File: config.mk
export PLATFORM = sky130hd
export DESIGN_NAME = rgb_line_framer
export DESIGN_NICKNAME = d
export VERILOG_FILES = /design/src/rtl/rgb_stream_pkg.sv /design/src/rtl/rgb_sync_fifo.sv /design/src/rtl/rgb_line_framer.sv
export SDC_FILE = /design/constraint.sdc
export NUM_CORES = 1
export LEC_CHECK = 0
export ABC_CLOCK_PERIOD_IN_PS = 3750
export CAP_MARGIN = 20
export CORE_UTILIZATION = 40
export CTS_BUF_LIST = sky130_fd_sc_hd__clkbuf_2 sky130_fd_sc_hd__clkbuf_4 sky130_fd_sc_hd__clkbuf_8
export CTS_CLUSTER_DIAMETER = 150
export DETAILED_ROUTE_END_ITERATION = 10
export DONT_BUFFER_PORTS = 1
export GPL_TIMING_DRIVEN = 0
export PLACE_DENSITY_LB_ADDON = 0.2
export SYNTH_ARGS = -nofsm -noshare
export SYNTH_HDL_FRONTEND = slang
export SYNTH_SLANG_ARGS = --single-unit
File: constraint.sdc
create_clock -name clk_in -period 3.75 [get_ports clk_in]
set_input_delay 0.5625 -clock clk_in [delete_from_list [all_inputs] [get_ports clk_in]]
set_output_delay 0.5625 -clock clk_in [all_outputs]
set_load 0.01 [all_outputs]
File: src/rtl/rgb_stream_pkg.sv
// rgb_stream_pkg
//   Shared types for the RGB line framer: pixel type, FIFO word {last,pixel}
//   and the framer state encoding.
package rgb_stream_pkg;

  localparam int PIX_W = 24;

  typedef logic [PIX_W-1:0] pixel_t;

  typedef struct packed {
    logic   last;
    pixel_t pix;
  } fifo_word_t;

  typedef enum logic [1:0] {
    ST_SOL    = 2'd0,
    ST_ACTIVE = 2'd1,
    ST_DROP   = 2'd2,
    ST_PAD    = 2'd3
  } framer_state_t;

endpackage

File: src/rtl/rgb_sync_fifo.sv
// rgb_sync_fifo
//   Single-clock show-ahead FIFO. dout always presents the oldest word while
//   empty is low. A push while full succeeds only if a pop happens on the
//   same edge.
// Ports:
//   clk, rst_n        clock, asynchronous active-low reset
//   wr_en, din, full  write side
//   rd_en, dout, empty read side (rd_en pops the word shown on dout)
module rgb_sync_fifo
  import rgb_stream_pkg::*;
#(
  parameter int DEPTH = 16
) (
  input  logic       clk,
  input  logic       rst_n,
  input  logic       wr_en,
  input  fifo_word_t din,
  output logic       full,
  input  logic       rd_en,
  output fifo_word_t dout,
  output logic       empty
);

  localparam int AW = $clog2(DEPTH);

  fifo_word_t     mem_q [DEPTH];
  logic [AW:0]    wr_ptr_q;
  logic [AW:0]    rd_ptr_q;
  logic           do_wr_s;
  logic           do_rd_s;

  // Pointers carry one extra wrap bit to tell full from empty.
  assign empty   = (wr_ptr_q == rd_ptr_q);
  assign full    = (wr_ptr_q[AW] != rd_ptr_q[AW]) &&
                   (wr_ptr_q[AW-1:0] == rd_ptr_q[AW-1:0]);
  assign do_rd_s = rd_en & ~empty;
  assign do_wr_s = wr_en & (~full | do_rd_s);
  assign dout    = mem_q[rd_ptr_q[AW-1:0]];

  // Pointer registers.
  always_ff @(posedge clk or negedge rst_n) begin
    if (!rst_n) begin
      wr_ptr_q <= {(AW+1){1'b0}};
      rd_ptr_q <= {(AW+1){1'b0}};
    end else begin
      if (do_wr_s) wr_ptr_q <= wr_ptr_q + (AW+1)'(1);
      if (do_rd_s) rd_ptr_q <= rd_ptr_q + (AW+1)'(1);
    end
  end

  // Storage array, no reset needed (guarded by pointers).
  always_ff @(posedge clk) begin
    if (do_wr_s) mem_q[wr_ptr_q[AW-1:0]] <= din;
  end

endmodule

File: src/rtl/rgb_line_framer.sv
// rgb_line_framer
//   Buffers an unthrottled RGB pixel stream and emits fixed-length lines of
//   LINE_PIX pixels on a valid/ready interface with SOL/EOL markers.
//   Flags short lines, long lines (excess pixels dropped) and FIFO overflow.
//   Optional build macro PIX_PAD_EN: short lines are padded with PAD_VALUE
//   up to LINE_PIX pixels instead of ending early.
// Ports:
//   clk_in, reset                       clock, async active-low reset
//   data_in, data_in_last, data_en      source pixel stream (no backpressure)
//   m_data, m_valid, m_ready            output stream handshake
//   m_sol, m_eol                        line markers qualified by m_valid
//   line_cnt                            completed lines (wrapping)
//   err_short, err_long                 one-cycle error pulses
//   overflow                            sticky, pixel lost to full FIFO
module rgb_line_framer
  import rgb_stream_pkg::*;
#(
  parameter int                 DATA_W     = PIX_W,
  parameter int                 LINE_PIX   = 1920,
  parameter int                 CNT_W      = 12,
  parameter int                 FIFO_DEPTH = 16,
  parameter logic [DATA_W-1:0]  PAD_VALUE  = {DATA_W{1'b0}}
) (
  input  logic              clk_in,
  input  logic              reset,
  input  logic [DATA_W-1:0] data_in,
  input  logic              data_in_last,
  input  logic              data_en,
  output logic [DATA_W-1:0] m_data,
  output logic              m_valid,
  input  logic              m_ready,
  output logic              m_sol,
  output logic              m_eol,
  output logic [CNT_W-1:0]  line_cnt,
  output logic              err_short,
  output logic              err_long,
  output logic              overflow
);

  localparam logic [CNT_W-1:0] LAST_IDX = CNT_W'(LINE_PIX - 1);

  logic [1:0]      rst_sync_q;
  logic            rst_n_s;
  framer_state_t   state_q, state_d;
  logic [CNT_W-1:0] pix_cnt_q, pix_cnt_d;
  logic [CNT_W-1:0] line_cnt_q, line_cnt_d;
  logic            err_short_q, err_long_q, ovf_q;
  fifo_word_t      head_s;
  fifo_word_t      wr_word_s;
  logic            empty_s, full_s, pop_s;
  logic            valid_s, sol_s, eol_s, short_s, long_s, accept_s;
  logic [DATA_W-1:0] data_s;
  framer_state_t   nxt_state_s;
  logic [CNT_W-1:0] nxt_cnt_s;

  // Reset: asserted asynchronously, released on the clock.
  always_ff @(posedge clk_in or negedge reset) begin
    if (!reset) rst_sync_q <= 2'b00;
    else        rst_sync_q <= {rst_sync_q[0], 1'b1};
  end
  assign rst_n_s = rst_sync_q[1];

  assign wr_word_s = '{last: data_in_last, pix: data_in};

  rgb_sync_fifo #(.DEPTH(FIFO_DEPTH)) u_fifo (
    .clk   (clk_in),
    .rst_n (rst_n_s),
    .wr_en (data_en),
    .din   (wr_word_s),
    .full  (full_s),
    .rd_en (pop_s),
    .dout  (head_s),
    .empty (empty_s)
  );

  // Framer next-state, handshake and marker decode.
  always_comb begin
    state_d     = state_q;
    pix_cnt_d   = pix_cnt_q;
    line_cnt_d  = line_cnt_q;
    pop_s       = 1'b0;
    valid_s     = 1'b0;
    sol_s       = 1'b0;
    eol_s       = 1'b0;
    short_s     = 1'b0;
    long_s      = 1'b0;
    data_s      = head_s.pix;
    nxt_state_s = state_q;
    nxt_cnt_s   = pix_cnt_q;
    case (state_q)
      ST_SOL, ST_ACTIVE: begin
        valid_s = ~empty_s;
        sol_s   = (state_q == ST_SOL);
        if ((state_q == ST_ACTIVE) && (pix_cnt_q == LAST_IDX)) begin
          eol_s       = 1'b1;
          long_s      = ~head_s.last;
          nxt_state_s = head_s.last ? ST_SOL : ST_DROP;
          nxt_cnt_s   = {CNT_W{1'b0}};
        end else if (head_s.last) begin
          short_s = 1'b1;
`ifdef PIX_PAD_EN
          eol_s       = 1'b0;
          nxt_state_s = ST_PAD;
          nxt_cnt_s   = pix_cnt_q + CNT_W'(1);
`else
          eol_s       = 1'b1;
          nxt_state_s = ST_SOL;
          nxt_cnt_s   = {CNT_W{1'b0}};
`endif
        end else begin
          nxt_state_s = ST_ACTIVE;
          nxt_cnt_s   = pix_cnt_q + CNT_W'(1);
        end
        if (valid_s && m_ready) begin
          pop_s     = 1'b1;
          state_d   = nxt_state_s;
          pix_cnt_d = nxt_cnt_s;
        end else begin
          state_d   = state_q;
          pix_cnt_d = pix_cnt_q;
        end
      end
      ST_DROP: begin
        // Discard the tail of an over-long source line; output is idle.
        data_s = PAD_VALUE;
        pop_s  = ~empty_s;
        if (!empty_s && head_s.last) state_d = ST_SOL;
        else                         state_d = ST_DROP;
      end
`ifdef PIX_PAD_EN
      ST_PAD: begin
        valid_s = 1'b1;
        data_s  = PAD_VALUE;
        eol_s   = (pix_cnt_q == LAST_IDX);
        if (m_ready) begin
          if (eol_s) begin
            state_d   = ST_SOL;
            pix_cnt_d = {CNT_W{1'b0}};
          end else begin
            pix_cnt_d = pix_cnt_q + CNT_W'(1);
          end
        end else begin
          pix_cnt_d = pix_cnt_q;
        end
      end
`endif
      default: begin
        state_d   = ST_SOL;
        pix_cnt_d = {CNT_W{1'b0}};
      end
    endcase
    accept_s = valid_s & m_ready;
    if (accept_s && eol_s) line_cnt_d = line_cnt_q + CNT_W'(1);
    else                   line_cnt_d = line_cnt_q;
  end

  // State, counters and flag registers.
  always_ff @(posedge clk_in or negedge rst_n_s) begin
    if (!rst_n_s) begin
      state_q     <= ST_SOL;
      pix_cnt_q   <= {CNT_W{1'b0}};
      line_cnt_q  <= {CNT_W{1'b0}};
      err_short_q <= 1'b0;
      err_long_q  <= 1'b0;
      ovf_q       <= 1'b0;
    end else begin
      state_q     <= state_d;
      pix_cnt_q   <= pix_cnt_d;
      line_cnt_q  <= line_cnt_d;
      err_short_q <= accept_s & short_s;
      err_long_q  <= accept_s & long_s;
      // A push into a full FIFO is lost unless a pop frees the slot this edge.
      ovf_q       <= ovf_q | (data_en & full_s & ~pop_s);
    end
  end

  // Markers and data are forced to zero whenever nothing is offered.
  assign m_valid   = valid_s;
  assign m_data    = valid_s ? data_s : {DATA_W{1'b0}};
  assign m_sol     = valid_s & sol_s;
  assign m_eol     = valid_s & eol_s;
  assign line_cnt  = line_cnt_q;
  assign err_short = err_short_q;
  assign err_long  = err_long_q;
  assign overflow  = ovf_q;

endmodule

==> flow_summary_export.csv <==
group,metric,value,unit
run_status,status,"completed",
pwr,p_total,15.1,mW
global_route,gr-usage-all-layers,19.0,%
synth,ys_seq_area_share,75.3,%
place,gp_congestion,0.759,
clock_network,h-tree-depth,3,
synth,synthArstFlopShare,9.30,%
critical_path,cp_max_fo,10,
synth,yosys_warnings,0,
synth,avgSynthCellArea,21.5,µm²
clock_network,insertion_delay,640,ps
drt,vias,8251,
critical_path,cp.arrival,3020,ps
critical_path,startpoint,"u_fifo.rd_ptr_q[2]",
clock_network,cts_buffers,74,
synth,yosysTopAreaCell,"edfxtp_1",
synth,yosysTopAreaCellShare,69.4,%
timing,worst_pin_slew,960,ps
pwr,powerDensity,752,nW/µm²
timing,skew,40.2,ps
critical_path,max_stage_delay,480,ps
critical_path,end_kind,"output pin",
synth,syn_area,17300,µm²
pwr,ir_drop,352,µV
clock_network,path_clk_slew,50,ps
synth,synth-seq-cells,441,
global_route,first_global_vias,8838,
critical_path,critPathLaunchType,"register",
drt,vias_per_cell,5.32,
die,ioPinCount,71,
finish,drive_gt1_share,31.2,%
clock_network,cts_buffer_depth,3,
synth,syn-num-nets,841,
drt,drt_wl_total,39800,µm
global_route,grt_pass1_wl,59600,µm
synth,synth_area_leaders,"edfxtp_1 69%, mux4_2 16%, dfrtp_1 5.9%",
critical_path,cp_common_cell,"mux4_2",
die,die_w,210,µm
timing,fin_ws,170,ps
critical_path,worstReg2RegStart,"u_fifo.rd_ptr_q[3]",
critical_path,crit_family,"multiplexers",
global_route,grt_antenna_before_repair,1,
place,io_buffers,0,
critical_path,slowest_stage,"dfrtp_1",
synth,synth_flop_cell,"edfxtp_1",
place,place_hpwl,23400,µm
timing,slew_headroom,36.0,%
drt,drtIter0Drc,652,
timing,setup_viol,0,
synth,ys_types,45,
drt,drtPass1Iterations,5,
min_path,min_path_type,"in -> reg",
timing,slew_violations,0,
drt,drc,0,
die,die_area,44100,µm²
finish,nets,959,
synth,synthCells,805,
critical_path,required,3190,ps
critical_path,worst-path-buf-inv,2,
finish,multi_input_area,4130,µm²
synth,synth.most_common_cell,"edfxtp_1",
timing,hold_viol_final,0,
synth,synth_enable_flop_cells,400,
place,place_ws,-441,ps
timing,fin_crit,3580,ps
pwr,p_leak,6.60,nW
finish,fillers,3552,
drt,wl_per_cell,25.7,µm
die,die_h,210,µm
synth,ys_top_cells_by_count,"400 x edfxtp_1, 125 x mux4_2, 41 x dfrtp_1",
finish,area_delta_synth_final,16.3,%
timing,max_freq,0.279,GHz
finish,regArea,13000,µm²
die,coreArea,42300,µm²
clock_network,cts_tree,"yes",
die,start_util,40.9,%
timing,post-route-period-util,95.5,%
global_route,overflow,0,
critical_path,path_class,"reg -> out",
critical_path,r2r_slack,840,ps
min_path,min_from,"data_in[1]",
critical_path,cp_cell_sequence,"clkbuf_1 > clkbuf_2 > mux4_2 > mux4_2 > nor2b_1",
run,drv_cap,0,
drt,ant_nets,0,
clock_network,clock-root-buffer,"clkbuf_8",
timing,grt_setup_unrepaired,"false",
die,num_rows,75,
global_route,grt_max_degree,40,
clock_network,cts.sinks,441,
==> flip-flops by register name (all words and copies together), names as in the netlist <==
register / flops
line_cnt: 12
pix_cnt_q: 12
err_short: 1
rst_sync_q: 2
overflow: 1
err_long: 1
u_fifo.wr_ptr_q: 5
state_q: 2
u_fifo.rd_ptr_q: 5
u_fifo.mem_q: 400
==> metrics by stage <==
step,std cells,hold WS [ps],utilization (%),TNS [ps],cell area (µm²)
floorplan,805,267,-,0,17300
global placement,1382,267,42.6,-168420,18000
detailed placement,1399,267,43.5,-6840,18400
CTS,1549,6.55,47.6,0,20100
global route,1550,13.3,47.6,0,20100
finish,1550,61.3,47.6,0,20100
==> cells in the final DEF (no fill, tap or decap), types with 5 or more instances in the layout <==
cell,netlist,routed
edfxtp_1,400,400
clkinv_1,0,16
nor2b_1,28,26
ha_1,7,7
nand3_1,8,8
clkbuf_4,0,26
o21ai_0,14,14
buf_6,2,6
clkbuf_2,0,14
nor3_1,7,6
dlygate4sd3_1,0,26
mux4_2,125,125
and3_2,0,15
nand2_1,20,20
nor2_1,14,14
xnor2_1,12,12
clkbuf_8,0,74
buf_12,0,9
nand4_1,7,7
dfrtp_1,41,40
nor4_1,8,8
inv_1,5,5
xor2_1,15,15
clkbuf_1,27,9
a22o_1,5,5
==> final timing paths <==
| path | to | cells after the start |
|---|---|---|
| setup / recovery | m_data[3] | 5 |
| hold / removal | u_fifo.mem_q[10][1] | 0 |
| setup reg to reg | u_fifo.mem_q[4][8] | 6 |
| hold reg to reg | rst_sync_q[1] | 0 |
| max in group asynchronous | u_fifo.wr_ptr_q[2] | 0 |
| min in group asynchronous | rst_sync_q[0] | 1 |
==> worst reg2reg max path, delay by kind of cell, from the launching register on <==
family | cells | cell delay (ps)
xor+xnor | 1 | 130
simple gates | 2 | 1130
flops | 1 | 450
compound gates | 1 | 210
buf+inv | 2 | 600
==> cell families (layout without fill, tap and decap cells) <==
family | Yosys count | count (layout) | share of synthesized area [%]
AO/OA/AOI/OAI | 33 | 33 | 1.31
XOR/XNOR | 27 | 27 | 1.37
adder cells (fa/ha/maj) | 7 | 7 | 0.506
buffers and inverters | 45 | 212 | 1.09
flip-flops | 441 | 441 | 75.3
multiplexers | 131 | 131 | 16.6
other | 1 | 2 | 0.0217
AND/OR/NAND/NOR | 120 | 120 | 3.80
==> metal layers <==
layer  global-route usage [%]  routed length [µm]  part of all wire (%)  vias up
met2                     28.8               18600                    47      254
met4                     6.44                 868                   2.2        0
li1                         -                   -                     -     3585
met1                     27.0               18100                    46     4348
met3                     4.84                2180                   5.5       64
met5                        0                   0                     0        -
==> power breakdown <==
group | leakage (nW) | switching, mW | internal (mW)
clock network | 0.738 | 1.87 | 2.28
logic | 1.73 | 2.62 | 2.18
registers | 4.14 | 0.250 | 5.94
total | 6.60 | 4.74 | 10.4
==> cell type report <==
type                       count  area share (%)
timing repair buffer          43            2.95
multi-input combinational    319            20.5
clock buffer                  98            5.95
tap                          577            3.58
buffer                        39            1.12
inverter                       5          0.0932
sequential                   441            64.7
antenna                        1          0.0124
clock inverter                27            1.06
==> timing repair <==
| action | 4_1_cts | 5_1_grt |
|---|---|---|
| hold buffers | 26 | 0 |
| resized for setup | 36 | 7 |
| setup endpoints to repair | 27 | 17 |
| endpoints found under the hold margin | 401 | 0 |
| setup buffers | 0 | 0 |
Power figures use the tool's default switching activity.
